<file path="src/rtl/core_pkg.sv">
// Shared RV32I core definitions: funct3 access encodings and LSU state type.
package core_pkg;

  localparam logic [2:0] F3_B  = 3'b000;
  localparam logic [2:0] F3_H  = 3'b001;
  localparam logic [2:0] F3_W  = 3'b010;
  localparam logic [2:0] F3_BU = 3'b100;
  localparam logic [2:0] F3_HU = 3'b101;

  typedef enum logic [1:0] {
    IDLE = 2'd0,
    REQ  = 2'd1,
    WAIT = 2'd2
  } lsu_state_t;

endpackage

</file>
<file path="src/rtl/lsu_align.sv">
// Byte-lane logic for the LSU: access checks, store lane placement and
// load extraction with sign/zero extension. Purely combinational.
module lsu_align
  import core_pkg::*;
(
  input  logic [2:0]  i_funct3,
  input  logic [1:0]  i_addr_lo,
  input  logic        i_we,
  input  logic [31:0] i_store_data,
  input  logic [31:0] i_rdata,
  output logic        o_misaligned,
  output logic        o_illegal,
  output logic [3:0]  o_wstrb,
  output logic [31:0] o_wdata,
  output logic [31:0] o_load_data
);

  logic [7:0]  byte_v;
  logic [15:0] half_v;

  assign byte_v = i_rdata[{i_addr_lo, 3'b000} +: 8];
  assign half_v = i_rdata[{i_addr_lo[1], 4'b0000} +: 16];

  always_comb begin
    o_misaligned = 1'b0;
    o_illegal    = 1'b0;
    o_wstrb      = 4'b0000;
    o_wdata      = 32'h0;
    o_load_data  = 32'h0;

    case (i_funct3)
      F3_B, F3_BU: o_misaligned = 1'b0;
      F3_H, F3_HU: o_misaligned = i_addr_lo[0];
      F3_W:        o_misaligned = (i_addr_lo != 2'b00);
      default:     o_illegal    = 1'b1;
    endcase
    // Unsigned variants only exist for loads.
    if (i_we && (i_funct3 == F3_BU || i_funct3 == F3_HU)) o_illegal = 1'b1;

    case (i_funct3)
      F3_B: begin
        o_wstrb = 4'b0001 << i_addr_lo;
        o_wdata = {4{i_store_data[7:0]}};
      end
      F3_H: begin
        o_wstrb = 4'b0011 << {i_addr_lo[1], 1'b0};
        o_wdata = {2{i_store_data[15:0]}};
      end
      F3_W: begin
        o_wstrb = 4'b1111;
        o_wdata = i_store_data;
      end
      default: o_wstrb = 4'b0000;
    endcase
    if (!i_we) o_wstrb = 4'b0000;

    case (i_funct3)
      F3_B:    o_load_data = {{24{byte_v[7]}}, byte_v};
      F3_H:    o_load_data = {{16{half_v[15]}}, half_v};
      F3_W:    o_load_data = i_rdata;
      F3_BU:   o_load_data = {24'h0, byte_v};
      F3_HU:   o_load_data = {16'h0, half_v};
      default: o_load_data = 32'h0;
    endcase
  end

endmodule

</file>
<file path="src/rtl/load_store_unit.sv">
// RV32I memory-access stage: one outstanding dmem access with timeout abort.
// state | meaning
// IDLE  | no access in flight, new accesses checked and accepted here
// REQ   | o_dmem_req held with stable address/data until grant
// WAIT  | load granted, waiting for rvalid
module load_store_unit
  import core_pkg::*;
#(
  parameter int unsigned TIMEOUT = 256
) (
  input  logic        clk,
  input  logic        i_rst,
  input  logic        i_valid,
  input  logic        i_mem_read,
  input  logic        i_mem_write,
  input  logic [2:0]  i_funct3,
  input  logic [31:0] i_addr,
  input  logic [31:0] i_store_data,
  output logic        o_busy,
  output logic        o_done,
  output logic [31:0] o_load_data,
  output logic        o_fault,
  output logic        o_dmem_req,
  output logic        o_dmem_we,
  output logic [31:0] o_dmem_addr,
  output logic [31:0] o_dmem_wdata,
  output logic [3:0]  o_dmem_wstrb,
  input  logic        i_dmem_gnt,
  input  logic        i_dmem_rvalid,
  input  logic [31:0] i_dmem_rdata
);

  localparam int CW = (TIMEOUT > 1) ? $clog2(TIMEOUT) : 1;

  lsu_state_t    state_q;
  logic [CW-1:0] cnt_q;
  logic [31:0]   addr_q;
  logic [2:0]    f3_q;
  logic          we_q;
  logic [31:0]   wdata_q;
  logic [3:0]    wstrb_q;
  logic          done_q;
  logic          fault_q;
  logic          skip_q;
  logic [31:0]   load_data_q;

  logic          in_idle;
  logic          start;
  logic          chk_ok;
  logic          timed_out;
  logic          misaligned;
  logic          illegal;
  logic [3:0]    al_wstrb;
  logic [31:0]   al_wdata;
  logic [31:0]   al_load;

  // Checks use the incoming instruction in IDLE; extraction uses the latched
  // access while waiting, so one aligner serves both.
  assign in_idle = (state_q == IDLE);

  lsu_align u_align (
    .i_funct3     (in_idle ? i_funct3 : f3_q),
    .i_addr_lo    (in_idle ? i_addr[1:0] : addr_q[1:0]),
    .i_we         (in_idle ? i_mem_write : we_q),
    .i_store_data (i_store_data),
    .i_rdata      (i_dmem_rdata),
    .o_misaligned (misaligned),
    .o_illegal    (illegal),
    .o_wstrb      (al_wstrb),
    .o_wdata      (al_wdata),
    .o_load_data  (al_load)
  );

  // skip_q blocks re-acceptance of the instruction still held during its own
  // done/timeout cycle.
  assign start     = i_valid & (i_mem_read ^ i_mem_write) & ~skip_q;
  assign chk_ok    = ~misaligned & ~illegal;
  assign timed_out = (TIMEOUT != 0) && (cnt_q == CW'(TIMEOUT - 1));

  assign o_busy       = !in_idle || (start && chk_ok);
  assign o_done       = done_q;
  assign o_fault      = fault_q;
  assign o_load_data  = load_data_q;
  assign o_dmem_req   = (state_q == REQ);
  assign o_dmem_we    = we_q;
  assign o_dmem_addr  = {addr_q[31:2], 2'b00};
  assign o_dmem_wdata = wdata_q;
  assign o_dmem_wstrb = wstrb_q;

  always_ff @(posedge clk) begin
    if (i_rst) begin
      state_q     <= IDLE;
      cnt_q       <= '0;
      addr_q      <= 32'h0;
      f3_q        <= 3'b000;
      we_q        <= 1'b0;
      wdata_q     <= 32'h0;
      wstrb_q     <= 4'b0000;
      done_q      <= 1'b0;
      fault_q     <= 1'b0;
      skip_q      <= 1'b0;
      load_data_q <= 32'h0;
    end else begin
      done_q  <= 1'b0;
      fault_q <= 1'b0;
      skip_q  <= 1'b0;
      case (state_q)
        IDLE: begin
          if (start) begin
            if (chk_ok) begin
              addr_q  <= i_addr;
              f3_q    <= i_funct3;
              we_q    <= i_mem_write;
              wdata_q <= al_wdata;
              wstrb_q <= al_wstrb;
              cnt_q   <= '0;
              state_q <= REQ;
            end else begin
              fault_q <= 1'b1;
            end
          end
        end
        REQ: begin
          if (i_dmem_gnt) begin
            cnt_q <= '0;
            if (we_q) begin
              done_q  <= 1'b1;
              skip_q  <= 1'b1;
              state_q <= IDLE;
            end else begin
              state_q <= WAIT;
            end
          end else if (timed_out) begin
            fault_q <= 1'b1;
            skip_q  <= 1'b1;
            state_q <= IDLE;
          end else begin
            cnt_q <= cnt_q + CW'(1);
          end
        end
        WAIT: begin
          if (i_dmem_rvalid) begin
            load_data_q <= al_load;
            done_q      <= 1'b1;
            skip_q      <= 1'b1;
            state_q     <= IDLE;
          end else if (timed_out) begin
            fault_q <= 1'b1;
            skip_q  <= 1'b1;
            state_q <= IDLE;
          end else begin
            cnt_q <= cnt_q + CW'(1);
          end
        end
        default: state_q <= IDLE;
      endcase
    end
  end

endmodule

</file>
<file path="config.mk">
export PLATFORM = sky130hd
export DESIGN_NAME = load_store_unit
export DESIGN_NICKNAME = d
export VERILOG_FILES = /design/src/rtl/core_pkg.sv /design/src/rtl/lsu_align.sv /design/src/rtl/load_store_unit.sv
export SDC_FILE = /design/constraint.sdc
export NUM_CORES = 1
export LEC_CHECK = 0
export ABC_AREA = 1
export CAP_MARGIN = 20
export CELL_PAD_IN_SITES_DETAIL_PLACEMENT = 0
export CELL_PAD_IN_SITES_GLOBAL_PLACEMENT = 1
export CORE_ASPECT_RATIO = 1.75
export CORE_MARGIN = 2
export CORE_UTILIZATION = 25
export CTS_BUF_LIST = sky130_fd_sc_hd__clkbuf_8
export DETAILED_ROUTE_END_ITERATION = 6
export PLACE_DENSITY_LB_ADDON = 0.1
export SKIP_CTS_REPAIR_TIMING = 1
export SYNTH_ARGS = -nofsm -noshare
export SYNTH_HDL_FRONTEND = slang
export SYNTH_SLANG_ARGS = --single-unit
</file>
<file path="constraint.sdc">
create_clock -name clk -period 2.3 [get_ports clk]
set_input_delay 0.46 -clock clk [delete_from_list [all_inputs] [get_ports clk]]
set_output_delay 0.46 -clock clk [all_outputs]
set_load 0.03 [all_outputs]
</file>
Yosys cells after proc, flatten, opt, wreduce, memory -nomap -nowiden
Index checks and enable logic that the tools add are counted.
{"block": "word_totals", "register_bits": 117, "latchBits": 0, "ramBits": 0, "rom_bits": 0, "out_inout_bits": 105, "elab_cells": 84, "n_memories": 0}
{"block": "classes", "n_addsub": 1, "n_mul": 0, "div_mod_pow": 0, "order_cmp": 0, "n_eq_ne": 10, "n_shift": 4, "mux": 36, "bitwise_logic": 7, "reduce_logical": 15}
{"op": "case mux 32 bit (5 select lines)", "n": 1}
{"op": "case mux 32 bit (3 select lines)", "n": 1}
{"op": "2-to-1 mux 8 bit", "n": 5}
{"op": "indexed part select 32 x 6 -> 16 bit", "n": 1}
{"op": "indexed part select 32 x 6 -> 8 bit", "n": 1}
{"op": "case mux 8 bit (3 select lines)", "n": 1}
{"op": "2-to-1 mux 2 bit", "n": 7}
{"op": "2-to-1 mux 1 bit", "n": 13}
{"op": "case mux 4 bit (3 select lines)", "n": 1}
{"op": "adder 8 x 1 -> 8 bit, second input constant", "n": 1}
{"op": "== test 8 bit, second input constant", "n": 1}
{"op": "== test 3 bit, second input constant", "n": 2}
{"op": "case mux 1 bit (2 select lines)", "n": 3}
{"op": "case mux 2 bit (3 select lines)", "n": 1}
{"op": "OR reduction 5 bit", "n": 1}
{"op": "2-to-1 mux 4 bit", "n": 1}
{"op": "inequality test 2 x 1 -> 1 bit, second input constant", "n": 2}
{"op": "AND reduction 2 bit", "n": 2}
{"op": "AND reduction 4 bit", "n": 1}
{"op": "left shift 1 x 2 -> 4 bit, first input constant", "n": 1}
{"op": "left shift 2 x 2 -> 4 bit, first input constant", "n": 1}
{"op": "AND 1 bit", "n": 3}
{"op": "== test 3 x 1 -> 1 bit, second input constant", "n": 1}
{"op": "== test 3 x 2 -> 1 bit, second input constant", "n": 1}
{"op": "other kinds (16)", "n": 20}

Logic depth before layout (Yosys ltp)
{"block": "depth", "depth_word": 11, "ltp_mapped": 14}

Modules after synthesis
Synthesis repeated with hierarchy kept, for this count alone.
{"block": "hier_totals", "cells_unflattened": 985, "hier_area_um2": 6266.0}
{"module": "load_store_unit", "instances": 1, "cells_per_inst": 641, "area_per_inst_um2": 4768.3, "seq_area_each_um2": 2342.2}
{"module": "lsu_align", "instances": 1, "cells_per_inst": 344, "area_per_inst_um2": 1497.7, "seq_area_each_um2": 0.0}

Least setup slack after synthesis
OpenSTA, ideal clock, no wires.
{"block": "synth_timing", "path_kind": "reg-to-output", "startpoint": "reg state_q[0]", "endpoint": "out o_busy", "arrival_time_ps": 1699, "setup_slack_ps": 141, "path_stages_with_launch": 12, "path_buffers": 2, "cell_sequence": "dfxtp_1 inv_1 ha_1 buf_6 nand2_2 nand2_4 nor2_8 nand2_2 nand2_2 nand3_1 nand2_1 buf_4"}
{"block": "synth_via", "elab_chain_len": 10, "word_cells_on_any_way": 23, "cone_classes": "eq/ne (4); mux (6); bitwise (3); reduce/logical (10)"}
{"item": "start, declared", "line": "load_store_unit.sv:35", "rtl": "lsu_state_t state_q;"}
{"item": "start signal, assigned", "line": "load_store_unit.sv:92", "rtl": "state_q <= IDLE;"}
{"item": "start signal, assigned", "line": "load_store_unit.sv:117", "rtl": "state_q <= REQ;"}
{"item": "start signal, assigned", "line": "load_store_unit.sv:129", "rtl": "state_q <= IDLE;"}
{"item": "zero test 2 bit (*)", "line": "load_store_unit.sv:59", "rtl": "assign in_idle = (state_q == IDLE);"}
{"item": "2-to-1 mux 3 bit", "line": "load_store_unit.sv:62", "rtl": ".i_funct3 (in_idle ? i_funct3 : f3_q),"}
{"item": "== test 3 x 1 -> 1 bit (tied with other cells)", "line": "lsu_align.sv:31", "rtl": "case (i_funct3)"}
{"item": "OR reduction 5 bit (no source line) / logical OR 1 bit (equally long branches)"}
{"item": "2-to-1 mux 1 bit / logical AND 1 bit (equally long branches)", "line": "lsu_align.sv:31, lsu_align.sv:38"}
{"item": "2-to-1 mux 1 bit", "line": "lsu_align.sv:38", "rtl": "if (i_we && (i_funct3 == F3_BU || i_funct3 == F3_HU)) o_illegal = 1'b1;"}
{"item": "inverter 1 bit", "line": "load_store_unit.sv:77", "rtl": "assign chk_ok = ~misaligned & ~illegal;"}
{"item": "AND 1 bit", "line": "load_store_unit.sv:77"}
{"item": "logical AND 1 bit", "line": "load_store_unit.sv:80", "rtl": "assign o_busy = !in_idle || (start && chk_ok);"}
{"item": "logical OR 1 bit (*)", "line": "load_store_unit.sv:80"}
{"item": "end, declared", "line": "load_store_unit.sv:19", "rtl": "output logic o_busy,"}
Every way passes the cells marked *; elsewhere a longest branch is shown, timed or not.

Final worst setup path
{"block": "layout_timing", "startpoint": "reg state_q[1]", "endpoint": "out o_busy"}
The elaborated chain is that of the path after synthesis.

==> metrics <==
CP Class=reg2out; detailed-route DRC error count=0; Tmin final=between 2 and 2.5 ns; CTS root buffer=clkbuf_8; synthesis-to-layout area growth=51.8%; synth warn=0; area leader, netlist=dfxtp_1; Tightest Hold Check Type=in2reg; initial antenna violation count=3; Core Area=23700 sq um; Post-DP HPWL=between 15 and 20 mm; total die area=25300 sq um; Clock Sinks=~120; most frequent cells in the layout=nand2_1 (324), clkdlybuf4s50_1 (205), a21oi_1 (143); Switch Pwr=3.41 mW; htree depth=4; top cell type's share of synthesized area=0.391; Critical Path Source Type=flip-flop; Final TNS setup=-0.0338 ns; num rows=75; reg2reg path depth=14; CP dominant cell by count=nand2_4; clock buffer count from CTS=17; RePlAce Congestion=0.790; Vias/cell=roughly 4.4; CP required=1.84 ns; wire per inst=15.0 microns; Setup WS pre-CTS=-0.0129 ns; RSZ-0062 raised after global routing=yes; Setup crit end kind=output pin; Vias=roughly 6300; first-pass GRT wire length=34.1 mm; Hold Vio Cnt, Final=0; Seq cells post-synth=117; Max clock buf depth=2; fmax=428 MHz; clk_skew=0.0145 ns; combinational power share=0.482; sw frac=0.409; CTS tree=built; top cells by area, synth=dfxtp_1 (39%), nand2_1 (21%), a21oi_1 (12%), buf_4 (4.5%), inv_1 (3.7%); CTS clk-pin slew, worst paths=~0.080 ns; Final nets=approximately 1200; register area share after synthesis=0.391; pin count of the biggest net entering global routing=78; antenna viol nets, final=0; Seq pwr share=0.287; worst skew pair latency=0.47 ns; Final WS setup=-0.0338 ns; Critical Path AT=1.87 ns; ratio of final minimum period to clock period=1.01; PortBufs=208; critical path's largest stage delay=0.34 ns; crit path max fanout=7; Power, Total=about 8.3 mW; layout cells sized above 1=0.124; asr flop ratio synth=0; Syn Area/Cell=~6.6 sq um; Clock power frac=0.231; Most used DFF post-synth=dfxtp_1; Leak=3.69 nW; Max transition margin=0.655; library cells used by synthesis=31; P_int=4.93 mW; Pre-Repair DR Iteration Count=4; grt total ovfl=0; worst-margin pin slew=0.511 ns; width of the chip=121 microns; Mapped Area=5990 sq um; number of stages on the worst hold path=2; Top-Level Pins=211; EDFF count, synth=0; outcome=complete, but fails checks; Critical Path Slowest Stage Cell=dfxtp_2; Tot GR Track Use=0.175; Final setup viols=1; peak supply drop=around 360 uV; Cell Pwr Density=917 nW/um^2; fin. max-slew vios=0; Die Y=209 microns; number of global-route vias before repair=6338; violated checks=setup timing; DR iter-0 viols=213; Initial Utilization=0.252; commonest non-fill, non-tap cell in the layout=nand2_1; crit-path cells=inv_2 > ha_4 > buf_12 > nand2_4 > nand2_4 > nor2_8 > nand2_4 > nand2_4 > nand3_4 > nand2_4 > buf_12; Post-Synthesis Cells=903; max cap viols=0; drt total wl=21.7 mm
[cell families (layout without fill, tap and decap cells)]
| kind of cell | count (synthesis) | count (layout) | synth area share |
|---|---|---|---|
| flip-flops | 117 | 117 | 0.391 |
| adder cells (fa/ha/maj) | 5 | 5 | 0.0104 |
| AND/OR/NAND/NOR | 446 | 446 | 0.310 |
| other | 1 | 5 | 0.000626 |
| buffers and inverters | 143 | 372 | 0.123 |
| AO/OA/AOI/OAI | 191 | 191 | 0.165 |
[cell type report]
type	instances	area, sq um
Clock buffer	17	234
Timing Repair Buffer	277	2710
Antenna cell	3	7.51
Tap cell	308	385
Fill cell	2589	14600
Inverter	63	241
Clock inverter	15	156
Sequential cell	117	2340
Multi-Input combinational cell	644	3020
[synthesized netlist by cell type (6+ instances only)]
master	instances
nand3_1	38
or2_2	7
o211ai_1	7
clkbuf_1	22
nand2_1	328
o21ai_0	32
buf_6	6
nor2_1	45
buf_2	16
a21oi_1	143
dfxtp_1	117
buf_4	36
nor3_1	9
inv_1	59
nand2_2	6
[power groups by stage]
stage               logic (mW)  clock network [mW]  registers [mW]
floorplan                 2.17                   0            2.57
CTS                       3.83                2.03            2.39
detailed placement        3.81                   0            2.44
finish                    4.02                1.93            2.39
global placement          3.82                   0            2.43
global route              4.47                2.11            2.42
[worst paths after layout]
path,start,endpoint,slack [ns]
setup / recovery,state_q[1]$_SDFFE_PP0P_,o_busy,-0.03
hold / removal,i_rst,o_dmem_wstrb[2]$_SDFFE_PP0P_,0.27
setup reg to reg,state_q[1]$_SDFFE_PP0P_,o_load_data[31]$_SDFFE_PP0P_,0.26
hold reg to reg,f3_q[1]$_SDFFE_PP0P_,f3_q[1]$_SDFFE_PP0P_,0.46
[through the flow]
stage          hold slack, ns  cells  cell area (sq um)   util
3_5_place_dp            0.449   1399               8500  0.358
6_report                0.271   1444               9100  0.383
2_1_floorplan           0.429    904               6000      -
5_1_grt                 0.255   1443               9090  0.383
3_3_place_gp            0.447   1399               8500  0.358
4_1_cts                 0.241   1431               8890  0.375
[sequential cells by signal, summed over array words and instances, names as in the netlist]
register	count
o_dmem_we	1
cnt_q	8
state_q	2
o_load_data	32
f3_q	3
o_fault	1
o_dmem_wstrb	4
skip_q	1
addr_q	32
o_dmem_wdata	32
o_done	1
[critical path: cells and delay by family, from the launching register on]
family | cells | cell delay, ns
buffers and inverters | 3 | 0.32
AND/OR/NAND/NOR | 7 | 0.58
flip-flops | 1 | 0.34
adder cells (fa/ha/maj) | 1 | 0.18
[routing by layer]
| metal | GRT usage | wire [microns] | up-vias |
|---|---|---|---|
| li1 | - | - | 3305 |
| met1 | 0.192 | 8600 | 2860 |
| met2 | 0.316 | 11500 | 145 |
| met3 | 0.0418 | 1020 | 30 |
| met4 | 0.0690 | 535 | 0 |
| met5 | 0 | 0 | - |
Note: power is estimated with default switching activity, not from simulation.
